$ cat src/rtl/usb_tx_pkg.sv
// Shared types and constants for the USB packet transmit sequencer.
package usb_tx_pkg;

  typedef enum logic [2:0] {
    IDLE, SYNC, DATA, CRC, EOP_SE0, EOP_J
  } tx_state_e;

  localparam logic [7:0]  SYNC_PATTERN    = 8'h80;
  localparam logic [15:0] CRC16_POLY_REFL = 16'hA001;
  localparam logic [15:0] CRC16_INIT      = 16'hFFFF;

  // One serial step of the reflected CRC-16, data bit taken in transmit order.
  function automatic logic [15:0] crc16_step(input logic [15:0] crc, input logic b);
    return (crc >> 1) ^ ((crc[0] ^ b) ? CRC16_POLY_REFL : 16'h0000);
  endfunction

endpackage

$ cat src/rtl/usb_tx_sequencer_crc.sv
// Serial CRC-16/USB accumulator; result is the raw register (xorout applied by the caller).
module usb_crc16_ser
  import usb_tx_pkg::*;
(
  input  logic        clk,
  input  logic        rst,
  input  logic        clr_i,
  input  logic        bit_valid_i,
  input  logic        bit_in_i,
  output logic [15:0] crc_o
);

  logic [15:0] crc_q;

  always_ff @(posedge clk) begin
    if (!rst)             crc_q <= CRC16_INIT;
    else if (clr_i)       crc_q <= CRC16_INIT;
    else if (bit_valid_i) crc_q <= crc16_step(crc_q, bit_in_i);
  end

  assign crc_o = crc_q;

endmodule

$ cat src/rtl/usb_tx_sequencer.sv
// USB packet transmit sequencer: SYNC, stuffed payload, optional CRC16, EOP.
// Optional CRC16 trailer enabled by defining USB_TX_CRC16_EN.
module usb_tx_sequencer
  import usb_tx_pkg::*;
#(
  parameter int CLK_DIV      = 4,
  parameter int STUFF_LEN    = 6,
  parameter int EOP_SE0_BITS = 2
) (
  input  logic       clk,
  input  logic       rst,
  input  logic       tx_start,
  input  logic [7:0] tx_data,
  input  logic       tx_valid,
  input  logic       tx_last,
  output logic       tx_ready,
  output logic       data_out,
  output logic       en_nrzi,
  output logic       tx_se0,
  output logic       tx_busy,
  output logic       tx_done,
  output logic       tx_underrun
);

  localparam int CW = $clog2(CLK_DIV);
  localparam int OW = $clog2(STUFF_LEN + 1);

  tx_state_e    state_q, state_d, nxt_state;
  logic [CW-1:0] cnt_q, cnt_d;
  logic [4:0]   bidx_q, bidx_d, nxt_idx, unit_len;
  logic [15:0]  shift_q, shift_d;
  logic [7:0]   hold_q, hold_d;
  logic         hold_vld_q, hold_vld_d, last_acc_q, last_acc_d;
  logic [OW-1:0] ones_q, ones_d;
  logic         dout_q, dout_d, en_q, en_d, se0_q, se0_d;
  logic         busy_q, busy_d, done_q, done_d, undr_q, undr_d;
  logic         boundary, stuff, fin, to_eop, bit_v;

`ifdef USB_TX_CRC16_EN
  logic        crc_clr, crc_bv, crc_bit;
  logic [15:0] crc_val;

  usb_crc16_ser u_crc (
    .clk         (clk),
    .rst         (rst),
    .clr_i       (crc_clr),
    .bit_valid_i (crc_bv),
    .bit_in_i    (crc_bit),
    .crc_o       (crc_val)
  );
`endif

  assign tx_ready = (state_q == SYNC || state_q == DATA) && !hold_vld_q && !last_acc_q;
  assign boundary = (cnt_q == CW'(CLK_DIV - 1));
  assign stuff    = (ones_q == OW'(STUFF_LEN));

  always_comb begin
    state_d    = state_q;
    cnt_d      = cnt_q;
    bidx_d     = bidx_q;
    shift_d    = shift_q;
    hold_d     = hold_q;
    hold_vld_d = hold_vld_q;
    last_acc_d = last_acc_q;
    ones_d     = ones_q;
    dout_d     = dout_q;
    en_d       = en_q;
    se0_d      = se0_q;
    busy_d     = busy_q;
    done_d     = 1'b0;
    undr_d     = 1'b0;
    nxt_state  = state_q;
    nxt_idx    = bidx_q;
    fin        = 1'b0;
    to_eop     = 1'b0;
    bit_v      = 1'b0;
`ifdef USB_TX_CRC16_EN
    crc_clr    = 1'b0;
    crc_bv     = 1'b0;
    crc_bit    = 1'b0;
    unit_len   = (state_q == CRC) ? 5'd16 : 5'd8;
`else
    unit_len   = 5'd8;
`endif

    if (tx_valid && tx_ready) begin
      hold_d     = tx_data;
      hold_vld_d = 1'b1;
      last_acc_d = tx_last;
    end

    if (state_q != IDLE) cnt_d = boundary ? '0 : cnt_q + 1'b1;

    case (state_q)
      IDLE: if (tx_start) begin
        state_d    = SYNC;
        cnt_d      = '0;
        bidx_d     = 5'd1;
        shift_d    = {8'h00, SYNC_PATTERN};
        dout_d     = SYNC_PATTERN[0];
        en_d       = 1'b1;
        ones_d     = OW'(SYNC_PATTERN[0]);
        busy_d     = 1'b1;
        hold_vld_d = 1'b0;
        last_acc_d = 1'b0;
`ifdef USB_TX_CRC16_EN
        crc_clr    = 1'b1;
`endif
      end
`ifdef USB_TX_CRC16_EN
      SYNC, DATA, CRC: if (boundary) begin
`else
      SYNC, DATA: if (boundary) begin
`endif
        // Unit exhausted: decide the next unit before picking the next line bit,
        // so a pending stuff bit is sent ahead of the new unit's first bit.
        if (bidx_q == unit_len) begin
`ifdef USB_TX_CRC16_EN
          if (state_q == CRC) fin = 1'b1;
          else
`endif
          if (hold_vld_q) begin
            shift_d    = {8'h00, hold_q};
            hold_vld_d = 1'b0;
            nxt_state  = DATA;
            nxt_idx    = 5'd0;
          end else if (state_q == DATA && last_acc_q) begin
`ifdef USB_TX_CRC16_EN
            nxt_state = CRC;
            nxt_idx   = 5'd0;
            shift_d   = ~crc_val;
`else
            fin = 1'b1;
`endif
          end else begin
            undr_d = 1'b1;
            to_eop = 1'b1;
          end
        end
        if (fin && !stuff) to_eop = 1'b1;

        if (to_eop) begin
          state_d = EOP_SE0;
          bidx_d  = 5'd0;
          dout_d  = 1'b0;
          en_d    = 1'b0;
          se0_d   = 1'b1;
          ones_d  = '0;
        end else if (stuff) begin
          state_d = nxt_state;
          bidx_d  = nxt_idx;
          dout_d  = 1'b0;
          en_d    = 1'b1;
          ones_d  = '0;
        end else begin
          bit_v   = shift_d[nxt_idx[3:0]];
          state_d = nxt_state;
          bidx_d  = nxt_idx + 5'd1;
          dout_d  = bit_v;
          en_d    = 1'b1;
          ones_d  = bit_v ? ones_q + 1'b1 : '0;
`ifdef USB_TX_CRC16_EN
          crc_bv  = (nxt_state == DATA);
          crc_bit = bit_v;
`endif
        end
      end
      EOP_SE0: if (boundary) begin
        if (bidx_q == 5'(EOP_SE0_BITS - 1)) begin
          state_d = EOP_J;
          bidx_d  = 5'd0;
          se0_d   = 1'b0;
        end else begin
          bidx_d  = bidx_q + 5'd1;
        end
      end
      EOP_J: if (boundary) begin
        state_d = IDLE;
        cnt_d   = '0;
        busy_d  = 1'b0;
        done_d  = 1'b1;
      end
      default: state_d = IDLE;
    endcase
  end

  always_ff @(posedge clk) begin
    if (!rst) begin
      state_q    <= IDLE;
      cnt_q      <= '0;
      bidx_q     <= '0;
      shift_q    <= '0;
      hold_q     <= '0;
      hold_vld_q <= 1'b0;
      last_acc_q <= 1'b0;
      ones_q     <= '0;
      dout_q     <= 1'b0;
      en_q       <= 1'b0;
      se0_q      <= 1'b0;
      busy_q     <= 1'b0;
      done_q     <= 1'b0;
      undr_q     <= 1'b0;
    end else begin
      state_q    <= state_d;
      cnt_q      <= cnt_d;
      bidx_q     <= bidx_d;
      shift_q    <= shift_d;
      hold_q     <= hold_d;
      hold_vld_q <= hold_vld_d;
      last_acc_q <= last_acc_d;
      ones_q     <= ones_d;
      dout_q     <= dout_d;
      en_q       <= en_d;
      se0_q      <= se0_d;
      busy_q     <= busy_d;
      done_q     <= done_d;
      undr_q     <= undr_d;
    end
  end

  assign data_out    = dout_q;
  assign en_nrzi     = en_q;
  assign tx_se0      = se0_q;
  assign tx_busy     = busy_q;
  assign tx_done     = done_q;
  assign tx_underrun = undr_q;

endmodule
$ cat config.mk
export PLATFORM = sky130hd
export DESIGN_NAME = usb_tx_sequencer
export DESIGN_NICKNAME = d
export VERILOG_FILES = /design/src/rtl/usb_tx_pkg.sv /design/src/rtl/usb_tx_sequencer_crc.sv /design/src/rtl/usb_tx_sequencer.sv
export SDC_FILE = /design/constraint.sdc
export NUM_CORES = 1
export LEC_CHECK = 0
export BUFFER_PORTS_ARGS = -buffer_cell sky130_fd_sc_hd__buf_2
export CAP_MARGIN = 40
export CORE_UTILIZATION = 59
export DETAILED_ROUTE_END_ITERATION = 7
export PLACE_DENSITY = 0.8
export SYNTH_ARGS = -nofsm -noshare
export SYNTH_HDL_FRONTEND = slang
export SYNTH_SLANG_ARGS = --single-unit
export TNS_END_PERCENT = 20
$ cat constraint.sdc
create_clock -name clk -period 3.2 [get_ports clk]
set_clock_uncertainty 0.2 [all_clocks]
set_input_delay 0.64 -clock clk [delete_from_list [all_inputs] [get_ports clk]]
set_output_delay 0.64 -clock clk [all_outputs]
set_load 0.02 [all_outputs]
; Word level (Yosys, flattened, before mapping)
; Index checks and enable logic that the tools add are counted.
[totals]
wordCells = 135
regBits = 45
inputBits = 13
out_inout_bits = 7
[classes]
magnitude_cmp = 1
n_reduce_logical = 23
n_addsub = 4
muxes = 77
eq_ne = 16
[op_table]
columns = cell, n
row1 = two-way mux 16 bit, 6
row2 = two-way mux 5 bit, 10
row3 = two-way mux 3 bit, 13
row4 = two-way mux 1 bit, 33
row5 = case mux 16 bit (2 select lines), 1
row6 = case mux 5 bit (3 select lines), 1
row7 = "!= test 2 bit, second input constant", 6
row8 = case mux 3 bit (4 select lines), 1
row9 = "adder 5 x 1 -> 5 bit, second input constant", 2
row10 = case mux 1 bit (2 select lines), 5
row11 = "== test 3 bit, second input constant", 3
row12 = AND reduction 3 bit, 3
row13 = two-way mux 2 bit, 4
row14 = AND reduction 7 bit, 1
row15 = "!= test 3 bit, second input constant", 2
row16 = case mux 3 bit (2 select lines), 1
row17 = nonzero test 2 bit, 3
row18 = nonzero test 3 bit, 2
row19 = "== test 5 x 1 -> 1 bit, second input constant", 1
row20 = "== test 5 x 4 -> 1 bit, second input constant", 1
row21 = logical AND 1 bit, 5
row22 = "less-than comparator 4 x 5 -> 1 bit, second input constant", 1
row23 = AND reduction 5 bit, 1
row24 = binary-select mux 1 bit (select 4 bit), 1
row25 = 12 further kinds, 14

; Logic depth before layout (Yosys ltp)
; Gate-level depths: netlist of the first run.
[depth]
ltp_word = 14
mapped_depth = 9

; Worst setup path after synthesis of the first run
; OpenSTA, ideal clock, no wires.
[synth_path]
path_kind = register to register
start = register bidx_q[0]
end = register ones_q[0]
path_stages_with_launch = 10
arrival_ps = 2072
path_buffers = 2
slack_ps = 858
required_time_ps = 2929
synth_period_minus_slack_ps = 2342
path_cell_list = dfxtp_1 -> buf_4 -> inv_1 -> ha_1 -> nor4bb_1 -> clkbuf_2 -> a32o_1 -> a311o_1 -> or3_1 -> a21oi_1
[synth_between]
elab_chain_cells = 11
elab_cells_between_ends = 23
classes_between = 1 x eq/ne / 21 x mux / 1 x reduce/logical
[synth_rtl]
columns = item, line_no
row1 = start: declaration, usb_tx_sequencer.sv:30  ; logic [4:0] bidx_q, bidx_d, nxt_idx, unit_len;
row2 = start signal: assignment, usb_tx_sequencer.sv:206  ; bidx_q <= bidx_d;
row3 = == test 5 x 4 -> 1 bit / two-way mux 5 bit (equally long branches), "usb_tx_sequencer.sv:117, usb_tx_sequencer.sv:122"
row4 = two-way mux 16 bit (tied with other cells), usb_tx_sequencer.sv:117  ; if (bidx_q == unit_len) begin
row5 = two-way mux 16 bit (tied with other cells), usb_tx_sequencer.sv:113  ; SYNC, DATA: if (boundary) begin
row6 = two-way mux 16 bit (tied with other cells), usb_tx_sequencer.sv:94  ; case (state_q)
row7 = binary-select mux 1 bit (select 4 bit) / logical AND 1 bit (equally long branches), "usb_tx_sequencer.sv:156, usb_tx_sequencer.sv:140"
row8 = "two-way mux 1 bit, on equally long branches", "usb_tx_sequencer.sv:156, usb_tx_sequencer.sv:140"
row9 = two-way mux 3 bit / two-way mux 1 bit (equally long branches), "usb_tx_sequencer.sv:161, usb_tx_sequencer.sv:113"
row10 = two-way mux 3 bit / two-way mux 1 bit (equally long branches), "usb_tx_sequencer.sv:149, usb_tx_sequencer.sv:94"
row11 = two-way mux 3 bit *, usb_tx_sequencer.sv:142  ; if (to_eop) begin
row12 = two-way mux 3 bit *, usb_tx_sequencer.sv:113
row13 = case mux 3 bit (2 select lines) *, usb_tx_sequencer.sv:94
row14 = end signal: assignment, usb_tx_sequencer.sv:211  ; ones_q <= ones_d;
row15 = end: declaration, usb_tx_sequencer.sv:34  ; logic [OW-1:0] ones_q, ones_d;
; Mark *: on every way between the ends. The rest lies on a longest branch, timed or not. The select of a mux whose other input is x is not followed.
; A chain may end at the register's enable or synchronous reset.

; Worst setup path after layout of the first run
[layout_path]
start = register state_q[0]
end = output tx_ready
[layout_between]
elab_chain_cells = 4
elab_cells_between_ends = 5
classes_between = 2 x eq/ne / 3 x reduce/logical
[layout_rtl]
columns = item, line_no
row1 = start: declaration, usb_tx_sequencer.sv:28  ; tx_state_e state_q, state_d, nxt_state;
row2 = start signal: assignment, usb_tx_sequencer.sv:204  ; state_q <= state_d;
row3 = == test 3 x 1 -> 1 bit / == test 3 x 2 -> 1 bit (equally long branches), n/a
row4 = logical OR 1 bit *, usb_tx_sequencer.sv:53  ; assign tx_ready = (state_q == SYNC || state_q == DATA) && !hold_vld_q && !last_acc_q;
row5 = logical AND 1 bit * (2 in a row), usb_tx_sequencer.sv:53
row6 = end: declaration, usb_tx_sequencer.sv:16  ; output logic tx_ready,
; Mark *: on every way between the ends. The rest lies on a longest branch, timed or not.

==> flow_metrics.env, run 1 <==
export IMPL_cts_tree="built"
export IMPL_finalMaxSlewViolations=0
export IMPL_fin_tns_setup_ps=0
export IMPL_syn_to_final_growth_pct=6.544
export IMPL_worstMarginPinSlew_ps=759.6
export IMPL_cp_arrival_ps=1870
export IMPL_yosys_top_cells_area="dfxtp_1 (38%), mux2i_1 (6.7%), nor2_1 (5.5%), ha_1 (3.7%), nand2_1 (3.0%)"
export IMPL_finalWirelength_um=5045
export IMPL_leakagePower_nw=1.032
export IMPL_synth_area_um2=2390
export IMPL_regToRegSetupSlack_ps=740
export IMPL_multi_input_area_um2=1329
export IMPL_drtIter0Drc=153
export IMPL_status="complete, no violations"
export IMPL_hp_class="reg2reg"
export IMPL_max_cap_viol_count=0
export IMPL_synth_seq_area_share_pct=37.70
export IMPL_power_density_nw_per_um2=619.2
export IMPL_die_area_um2=4309
export IMPL_synth_top_flop_cell="dfxtp_1"
export IMPL_synth_edf_count=0
export IMPL_io_pins=20
export IMPL_grt_pass1_vias=1748
export IMPL_yosys_warnings=0
export IMPL_core_area_um2=3771
export IMPL_hold_viol_final=0
export IMPL_reg2reg_from="bidx_q[0]$_SDFFE_PN0P_"
export IMPL_yosysMostFrequentCell="dfxtp_1"
export IMPL_routedWlPerCell_um=15.52
export IMPL_cts_max_path_buffers=2
export IMPL_fin_cells=325
export IMPL_fin_crit_sh_pct=84.79
export IMPL_yosysTopAreaCell="dfxtp_1"
export IMPL_relSlewSlack_pct=49.36
export IMPL_final_nets=296
export IMPL_synthCells=260
export IMPL_antenna_found_initial=0
export IMPL_rows=22
export IMPL_max_freq_mhz=368.6
export IMPL_cp_start_kind="flip-flop"
export IMPL_hpwl_um=3644
export IMPL_synth_avg_cell_area_um2=9.192
export IMPL_worstSetupEndpoint="tx_ready"
export IMPL_vias=1970
export IMPL_port_buffers=19
export IMPL_path_class="reg2out"
export IMPL_reg2reg_depth=8
export IMPL_place_congestion=0.9907
export IMPL_synth_distinct_cells=63
export IMPL_rsz0062_at_grt="false"
export IMPL_worstPathRequired_ps=2360
export IMPL_drc=0
export IMPL_clkTransAtPathRegs_ps=80
export IMPL_hold_buffers=0
export IMPL_grt_ovfl_total=0
export IMPL_cp_max_fo=15
export IMPL_ant_nets=0
export IMPL_ir_drop_uv=431.1
export IMPL_fillers=289
export IMPL_htree_levels=2
export IMPL_initial_core_util_pct=63.37
export IMPL_grt_use_total_pct=25.49
export IMPL_worstSkewPairLatency_ps=300
export IMPL_placed_cells=317
export IMPL_worst_r2r_endpoint="shift_q[10]$_SDFFE_PN0P_"
export IMPL_die_y_um=65.65
export IMPL_synth_fp_nets=280
export IMPL_dr_pass1_iters=5
export IMPL_cts_resized=0
export IMPL_drive_above_1_share_pct=18.05
export IMPL_cts_made_buffers=5
export IMPL_critPathLaunch="state_q[0]$_SDFFE_PN0P_"
export IMPL_register_area_um2=900.9
export IMPL_cts_setup_buffers=0
export IMPL_synth_common_cells="dfxtp_1 (45), nor2_1 (35), nand2_1 (19)"
export IMPL_crit_path_end_kind="output pin"
export IMPL_clkSinkCount=45
export IMPL_die_w_um=65.65
export IMPL_grt_pass1_wl_um=8162
export IMPL_setup_viol=0
export IMPL_final_core_util_pct=67.52
export IMPL_synthArstFlopShare_pct=0
export IMPL_grt_max_degree=21
export IMPL_antennaDiodeCount=0
export IMPL_synth_top_area_share_pct=37.70
export IMPL_final_min_clock_period_ps=2713
export IMPL_yosys_register_bits=45
export IMPL_cts_root_buf="clkbuf_8"
export IMPL_via_per_inst=6.062
[worst max-delay path, cell delays in order (launching register included)]
cell,delay (ps)
dfxtp_1,720
xor2_2,230
nand2_1,170
nor3_1,230
buf_2,210
[cell usage in the layout, fill, tap and decap left out, drive strengths merged, types with 2 or more instances in the layout]
cell / count
o21a: 2
mux2i: 16
and2: 11
a41oi: 2
ha: 7
o21ai: 11
dfxtp: 45
clkbuf: 5
nor2: 35
nand2b: 4
and2b: 2
nor3: 6
xor2: 2
or3: 3
nand3: 7
nand2: 20
o2111ai: 2
a22oi: 4
a221oi: 2
inv: 8
a31oi: 4
o211ai: 3
a21boi: 2
clkinv: 2
a21oi: 12
nand4: 2
a211oi: 2
buf: 25
a211o: 2
and3: 2
mux4: 3
a2bb2oi: 2
[area by class of cell]
type	instances	area share (%)
clock buffer	5	2.703
tap	48	2.359
sequential	45	35.38
inverter	8	1.179
clock inverter	3	0.6880
timing repair buffer	25	5.504
multi-input combinational	191	52.19
[worst min path at each step]
stage | start | end | slack, ps | cells after the start
floorplan | shift_q[10]$_SDFFE_PN0P_ | shift_q[10]$_SDFFE_PN0P_ | 220 | 1
global placement | shift_q[11]$_SDFFE_PN0P_ | shift_q[11]$_SDFFE_PN0P_ | 240 | 1
detailed placement | shift_q[9]$_SDFFE_PN0P_ | shift_q[9]$_SDFFE_PN0P_ | 240 | 1
CTS | shift_q[11]$_SDFFE_PN0P_ | shift_q[11]$_SDFFE_PN0P_ | 270 | 1
global route | shift_q[9]$_SDFFE_PN0P_ | shift_q[9]$_SDFFE_PN0P_ | 280 | 1
finish | shift_q[11]$_SDFFE_PN0P_ | shift_q[11]$_SDFFE_PN0P_ | 260 | 1
[per-layer routing]
| layer | vias to the layer above | track usage (%) | wire length [µm] |
|---|---|---|---|
| met1 | 897 | 34.56 | 2227 |
| li1 | 974 | - | - |
| met2 | 86 | 37.63 | 2348 |
| met3 | 13 | 5.903 | 360 |
| met4 | 0 | 12.50 | 110 |
| met5 | - | 0 | 0 |
[cell families (layout without fill, tap and decap cells)]
kind of cell / Yosys count / count (layout) / share of synthesized area [%]
AND/OR/NAND/NOR: 100 / 100 / 22.04
AO/OA/AOI/OAI: 62 / 62 / 18.85
flip-flops: 45 / 45 / 37.70
buffers and inverters: 24 / 41 / 6.701
multiplexers: 20 / 20 / 10.00
adder cells (fa/ha/maj): 7 / 7 / 3.665
XOR/XNOR: 2 / 2 / 1.047
[power breakdown]
group          switching (mW)  leakage (nW)  total [mW]  internal (mW)
Sequential             0.0858         0.365       0.698          0.612
Combinational           0.308         0.623       0.537          0.229
Clock                   0.191        0.0439       0.341          0.151
Total                   0.584          1.03        1.58          0.992
[per-stage QoR]
step	hold WS [ps]	setup WS, ps	area [µm²]	total power, mW
after floorplan	224.1	857.9	2390	1.135
after global placement	244.0	821.7	2460	1.233
after detailed placement	243.1	747.2	2460	1.241
after CTS	266.5	482.1	2546	1.579
after global routing	281.6	364.1	2546	1.663
final	262.7	486.7	2546	1.577
[state kept, by name, summed over array words and instances (netlist names), 2 cells and up]
register  cells
shift_q      16
hold_q        8
bidx_q        5
ones_q        3
state_q       3
cnt_q         2
Note: power is estimated with default switching activity, not from simulation.
==> run 2, diff against run 1 <==
ABC_AREA = 1   (was default)
clock period = 2.8 ns   (was 3.2 ns; I/O delays follow)
==> flow_metrics.env, run 2 <==
export IMPL_status="complete, no violations"
export IMPL_htree_levels=2
export IMPL_clkPwrFrac_pct=22.5
export IMPL_wl_met3_um=199
export IMPL_clkTransAtPathRegs_ps=80
export IMPL_cts_tree="built"
export IMPL_relSlewSlack_pct=50.66
export IMPL_max_cap_viol_count=0
export IMPL_initial_core_util_pct=62.38
export IMPL_port_buffers=19
export IMPL_critPathLaunch="state_q[1]$_SDFFE_PN0P_"
export IMPL_syn_to_final_growth_pct=9.516
export IMPL_fin_tns_setup_ps=0
export IMPL_fillers=351
export IMPL_ant_nets=0
export IMPL_multi_input_area_um2=1169
export IMPL_place_congestion=0.8983
export IMPL_final_common_cell="nand2_1"
export IMPL_synth_avg_cell_area_um2=6.973
export IMPL_synth_seq_area_share_pct=39.15
export IMPL_die_w_um=64.45
export IMPL_min_from="shift_q[8]$_SDFFE_PN0P_"
export IMPL_synthCells=330
export IMPL_rsz0062_at_grt="false"
export IMPL_cp_start_kind="flip-flop"
export IMPL_fin_crit_sh_pct=89.63
export IMPL_grt_use_total_pct=26.14
export IMPL_final_min_clock_period_ps=2510
export IMPL_largest_register_ffs=16
export IMPL_finalMaxSlewViolations=0
export IMPL_dr_wl_met2_um=2282
export IMPL_synth_top_area_share_pct=39.15
export IMPL_die_area_um2=4154
export IMPL_reg2reg_from="state_q[1]$_SDFFE_PN0P_"
export IMPL_final_core_util_pct=68.32
export IMPL_hp_class="reg2reg"
export IMPL_grt_max_degree=23
export IMPL_synth_common_cells="nand2_1 (69), dfxtp_1 (45), inv_1 (42)"
export IMPL_grt_ovfl_total=0
export IMPL_yosysTopAreaCell="dfxtp_1"
export IMPL_leakagePower_nw=1.090
export IMPL_cts_made_buffers=5
export IMPL_worstPathRequired_ps=2040
export IMPL_synth_top_flop_cell="dfxtp_1"
export IMPL_ir_drop_uv=538.2
export IMPL_cp_arrival_ps=1750
export IMPL_register_area_um2=900.9
export IMPL_drc=0
export IMPL_core_area_um2=3689
export IMPL_setup_viol=0
export IMPL_cts_max_path_buffers=2
export IMPL_hold_viol_final=0
export IMPL_max_freq_mhz=398.4
export IMPL_rows=22
export IMPL_crit_path_end_kind="output pin"
export IMPL_via_per_inst=5.417
export IMPL_antenna_found_initial=0
export IMPL_routedWlPerCell_um=12.68
export IMPL_final_cell_mix="nand2_1 (69), dfxtp_1 (45), inv_1 (42), a21oi_1 (38), o21ai_0 (31)"
export IMPL_path_class="reg2out"
export IMPL_power_density_nw_per_um2=832.8
export IMPL_comb_power_share_pct=39.8
export IMPL_yosys_top_cells_area="dfxtp_1 (39%), nand2_1 (11%), a21oi_1 (8.3%), inv_1 (6.9%), o21ai_0 (6.7%)"
export IMPL_pwr_share_seq_pct=37.7
export IMPL_top_layer="met4"
export IMPL_hold_buffers=0
export IMPL_io_pins=20
export IMPL_antennaDiodeCount=0
export IMPL_worstSkewPairLatency_ps=300
export IMPL_cp_max_fo=12
export IMPL_cts_root_buf="clkbuf_8"
export IMPL_p_sw_share_pct=40.31
export IMPL_cts_setup_buffers=0
export IMPL_vias=2145
export IMPL_dr_pass1_iters=4
export IMPL_largest_register="shift_q"
export IMPL_p_sw_uw=845.9
export IMPL_grt_pass1_vias=1874
export IMPL_synth_edf_count=0
export IMPL_die_y_um=64.45
export IMPL_top_regs="shift_q x16, hold_q x8, bidx_q x5"
export IMPL_yosys_register_bits=45
export IMPL_drtIter0Drc=83
export IMPL_synthArstFlopShare_pct=0
export IMPL_wl_met1_um=2468
export IMPL_synth_fp_nets=350
export IMPL_drive_above_1_share_pct=12.93
export IMPL_yosys_warnings=0
export IMPL_finalWirelength_um=5022
export IMPL_p_int_mw=1.253
export IMPL_worstMarginPinSlew_ps=739.3
export IMPL_yosysMostFrequentCell="nand2_1"
export IMPL_cts_resized=0
export IMPL_synth_area_um2=2301
export IMPL_grt_pass1_wl_um=8397
export IMPL_clkSinkCount=45
export IMPL_hpwl_um=3652
export IMPL_synth_distinct_cells=31
export IMPL_final_nets=368
## run 2: cell types whose count changed after synthesis, sizes merged, moves of 3 or more
cell / before / now
inv: 8 / 45
or3: 3 / 0
mux2i: 16 / 0
mux4: 3 / 0
o21ai: 11 / 32
clkbuf: 8 / 5
a21oi: 12 / 38
nand2b: 4 / 0
a22oi: 4 / 0
and2: 11 / 0
nand3: 7 / 28
nor2: 35 / 26
nand2: 20 / 75
## run 2: area by class of cell
class,count,area share (%)
flip-flops and latches,45,35.75
well taps,48,2.383
multi-input cells,229,46.38
clock inverters,2,1.390
repair buffers,22,4.667
clock buffers,5,2.731
inverters,45,6.703
## run 2: through the flow
| stage | hold slack, ps | area, µm² | instances | power (mW) | setup slack (ps) |
|---|---|---|---|---|---|
| 2_1_floorplan | 215.5 | 2301 | 330 | 1.438 | 950.0 |
| 3_3_place_gp | 225.8 | 2416 | 389 | 1.616 | 524.7 |
| 3_5_place_dp | 228.9 | 2416 | 389 | 1.625 | 478.5 |
| 4_1_cts | 240.1 | 2520 | 396 | 2.099 | 293.8 |
| 5_1_grt | 260.9 | 2520 | 396 | 2.246 | 174.0 |
| 6_report | 240.8 | 2520 | 396 | 2.099 | 290.3 |
## run 2: kinds of logic (layout without fill, tap and decap cells)
| kind of cell | count (synthesis) | in the layout | synth area share [%] |
|---|---|---|---|
| XOR/XNOR | 5 | 5 | 1.903 |
| AO/OA/AOI/OAI | 79 | 79 | 18.27 |
| flip-flops | 45 | 45 | 39.15 |
| adder cells (fa/ha/maj) | 7 | 7 | 3.806 |
| AND/OR/NAND/NOR | 138 | 138 | 26.81 |
| buffers and inverters | 56 | 74 | 10.06 |
## run 2: worst paths after layout
path | endpoint | slack, ps | depth (start not counted)
max reg2reg | shift_q[3]$_SDFFE_PN0P_ | 440 | 10
min reg2reg | shift_q[8]$_SDFFE_PN0P_ | 240 | 2
min | shift_q[8]$_SDFFE_PN0P_ | 240 | 2
max | tx_ready | 290 | 6
## run 2: worst max-delay path, cell delays in order, from the launching register on
cell	delay, ps
dfxtp_1	310
inv_2	90
nand2_1	80
o21ai_2	470
nand2_1	170
nor2_1	150
buf_2	180
## run 2: power by group through the flow
| stage | combinational [mW] | sequential [mW] | clock, mW |
|---|---|---|---|
| final | 0.835 | 0.792 | 0.472 |
| after global routing | 0.934 | 0.802 | 0.510 |
| after CTS | 0.830 | 0.792 | 0.477 |
| after detailed placement | 0.819 | 0.805 | 0 |
| after global placement | 0.813 | 0.803 | 0 |
| after floorplan | 0.630 | 0.808 | 0 |
## run 2: metal layers
layer	global-route usage [%]	vias to the layer above
met3	5.106	8
li1	-	1117
met2	42.11	40
met4	9.444	0
met5	0	-
met1	34.66	980
==> run 3, diff against run 2 <==
BUFFER_PORTS_ARGS = -buffer_cell sky130_fd_sc_hd__buf_4   (was -buffer_cell sky130_fd_sc_hd__buf_2)
PLACE_DENSITY = 0.77   (was 0.8)
SKIP_LAST_GASP = 1   (was default)
==> flow_metrics.env, run 3 (synthesized netlist as in run 2, its figures left out) <==
export IMPL_die_y_um=64.45
export IMPL_post_place_ws_ps=663.6
export IMPL_worstPathRequired_ps=2040
export IMPL_antennaDiodeCount=0
export IMPL_ant_nets=0
export IMPL_hold_viol_final=0
export IMPL_relSlewSlack_pct=53.37
export IMPL_final_common_cell="nand2_1"
export IMPL_place_congestion=0.9058
export IMPL_register_area_um2=900.9
export IMPL_crit_path_end_kind="output pin"
export IMPL_htree_levels=2
export IMPL_cts_tree="built"
export IMPL_initial_core_util_pct=62.38
export IMPL_fillers=341
export IMPL_cts_max_path_buffers=2
export IMPL_cts_root_buf="clkbuf_8"
export IMPL_p_sw_uw=842.6
export IMPL_hp_class="reg2reg"
export IMPL_cp_start_kind="flip-flop"
export IMPL_critPathBufInv=3
export IMPL_critPathLaunch="state_q[2]$_SDFFE_PN0P_"
export IMPL_routedWlPerCell_um=12.48
export IMPL_largest_register_ffs=16
export IMPL_fin_tns_setup_ps=0
export IMPL_cts_resized=0
export IMPL_setup_viol=0
export IMPL_min_from="shift_q[12]$_SDFFE_PN0P_"
export IMPL_drtIter0Drc=191
export IMPL_drive_above_1_share_pct=13.18
export IMPL_worstSkewPairLatency_ps=290
export IMPL_comb_power_share_pct=40.5
export IMPL_grt_pass1_wl_um=8562
export IMPL_port_buffers=19
export IMPL_top_regs="shift_q x16, hold_q x8, bidx_q x5"
export IMPL_hold_slack_ps=239.5
export IMPL_final_cell_mix="nand2_1 (69), dfxtp_1 (45), inv_1 (42), a21oi_1 (38), o21ai_0 (31)"
export IMPL_path_delay_family="buffers and inverters"
export IMPL_clkSinkCount=45
export IMPL_p_int_mw=1.237
export IMPL_final_core_util_pct=69.54
export IMPL_io_pins=20
export IMPL_antenna_found_initial=0
export IMPL_p_sw_share_pct=40.52
export IMPL_hold_buffers=0
export IMPL_power_density_nw_per_um2=810.7
export IMPL_grt_pass1_vias=1939
export IMPL_cts_made_buffers=5
export IMPL_clkPwrFrac_pct=21.1
export IMPL_final_nets=368
export IMPL_max_cap_viol_count=0
export IMPL_grt_use_total_pct=26.48
export IMPL_rows=22
export IMPL_core_area_um2=3689
export IMPL_drc=0
export IMPL_reg2reg_from="bidx_q[1]$_SDFFE_PN0P_"
export IMPL_die_w_um=64.45
export IMPL_pwr_share_seq_pct=38.3
export IMPL_status="complete, no violations"
export IMPL_die_area_um2=4154
export IMPL_grt_max_degree=23
export IMPL_crit_chain="inv_1 > nand2_1 > o21ai_2 > buf_4 > nand2_1 > nor2_1 > buf_4"
export IMPL_finalWirelength_um=4954
export IMPL_clkTransAtPathRegs_ps=80
export IMPL_worstMarginPinSlew_ps=698.7
export IMPL_path_class="reg2out"
export IMPL_finalMaxSlewViolations=0
export IMPL_slowest_delay_ps=370
export IMPL_cts_setup_buffers=0
export IMPL_grt_ovfl_total=0
export IMPL_multi_input_area_um2=1169
export IMPL_vias=2132
export IMPL_layout_setup_ws_ps=529.7
export IMPL_fin_crit_sh_pct=81.08
export IMPL_largest_register="shift_q"
export IMPL_dr_pass1_iters=5
export IMPL_ir_drop_uv=436.2
export IMPL_cp_arrival_ps=1510
export IMPL_max_freq_mhz=440.5
export IMPL_cp_max_fo=11
export IMPL_final_min_clock_period_ps=2270
export IMPL_cpMaxStageDelayCell="dfxtp_1"
export IMPL_via_per_inst=5.370
export IMPL_rsz0062_at_grt="false"
export IMPL_leakagePower_nw=1.101
export IMPL_hpwl_um=3670
export IMPL_syn_to_final_growth_pct=11.47
## run 3: worst paths after layout
path / endpoint / slack (ps) / depth (start not counted)
max: tx_ready / 530 / 7
min: shift_q[12]$_SDFFE_PN0P_ / 240 / 2
max reg2reg: bidx_q[3]$_SDFFE_PN0P_ / 640 / 13
min reg2reg: shift_q[12]$_SDFFE_PN0P_ / 240 / 2
## run 3: layer usage
| metal | part of all wire, % | wire (µm) | GRT usage (%) |
|---|---|---|---|
| met3 | 5.2 | 256 | 5.458 |
| met5 | 0 | 0 | 0 |
| met2 | 47 | 2350 | 43.82 |
| met1 | 47 | 2309 | 34.22 |
| met4 | 0.77 | 38 | 8.889 |
## run 3: final cells by class
| cell class | count | area share, % |
|---|---|---|
| tap | 48 | 2.341 |
| timing repair buffer | 22 | 6.439 |
| clock inverter | 1 | 0.1951 |
| multi-input combinational | 229 | 45.56 |
| inverter | 45 | 6.585 |
| sequential | 45 | 35.12 |
| clock buffer | 7 | 3.756 |
## run 3: tightest hold or removal path: cells and delay by family (launching register included)
family | cells | cell delay [ps]
buffers and inverters | 1 | 50
DFF | 1 | 300
and+or+nand+nor | 1 | 40
## run 3: power groups by stage
stage	Clock [mW]	Sequential (mW)	Combinational [mW]
floorplan	0	0.808	0.630
detailed placement	0	0.810	0.838
finish	0.440	0.797	0.843
CTS	0.447	0.796	0.842
global placement	0	0.808	0.826
global route	0.475	0.809	0.960
## run 3: through the flow
| stage | instances | power [mW] | cell area [µm²] |
|---|---|---|---|
| floorplan | 330 | 1.438 | 2301 |
| CTS | 397 | 2.085 | 2565 |
| global placement | 389 | 1.634 | 2464 |
| detailed placement | 389 | 1.648 | 2464 |
| finish | 397 | 2.079 | 2565 |
| global route | 397 | 2.244 | 2565 |
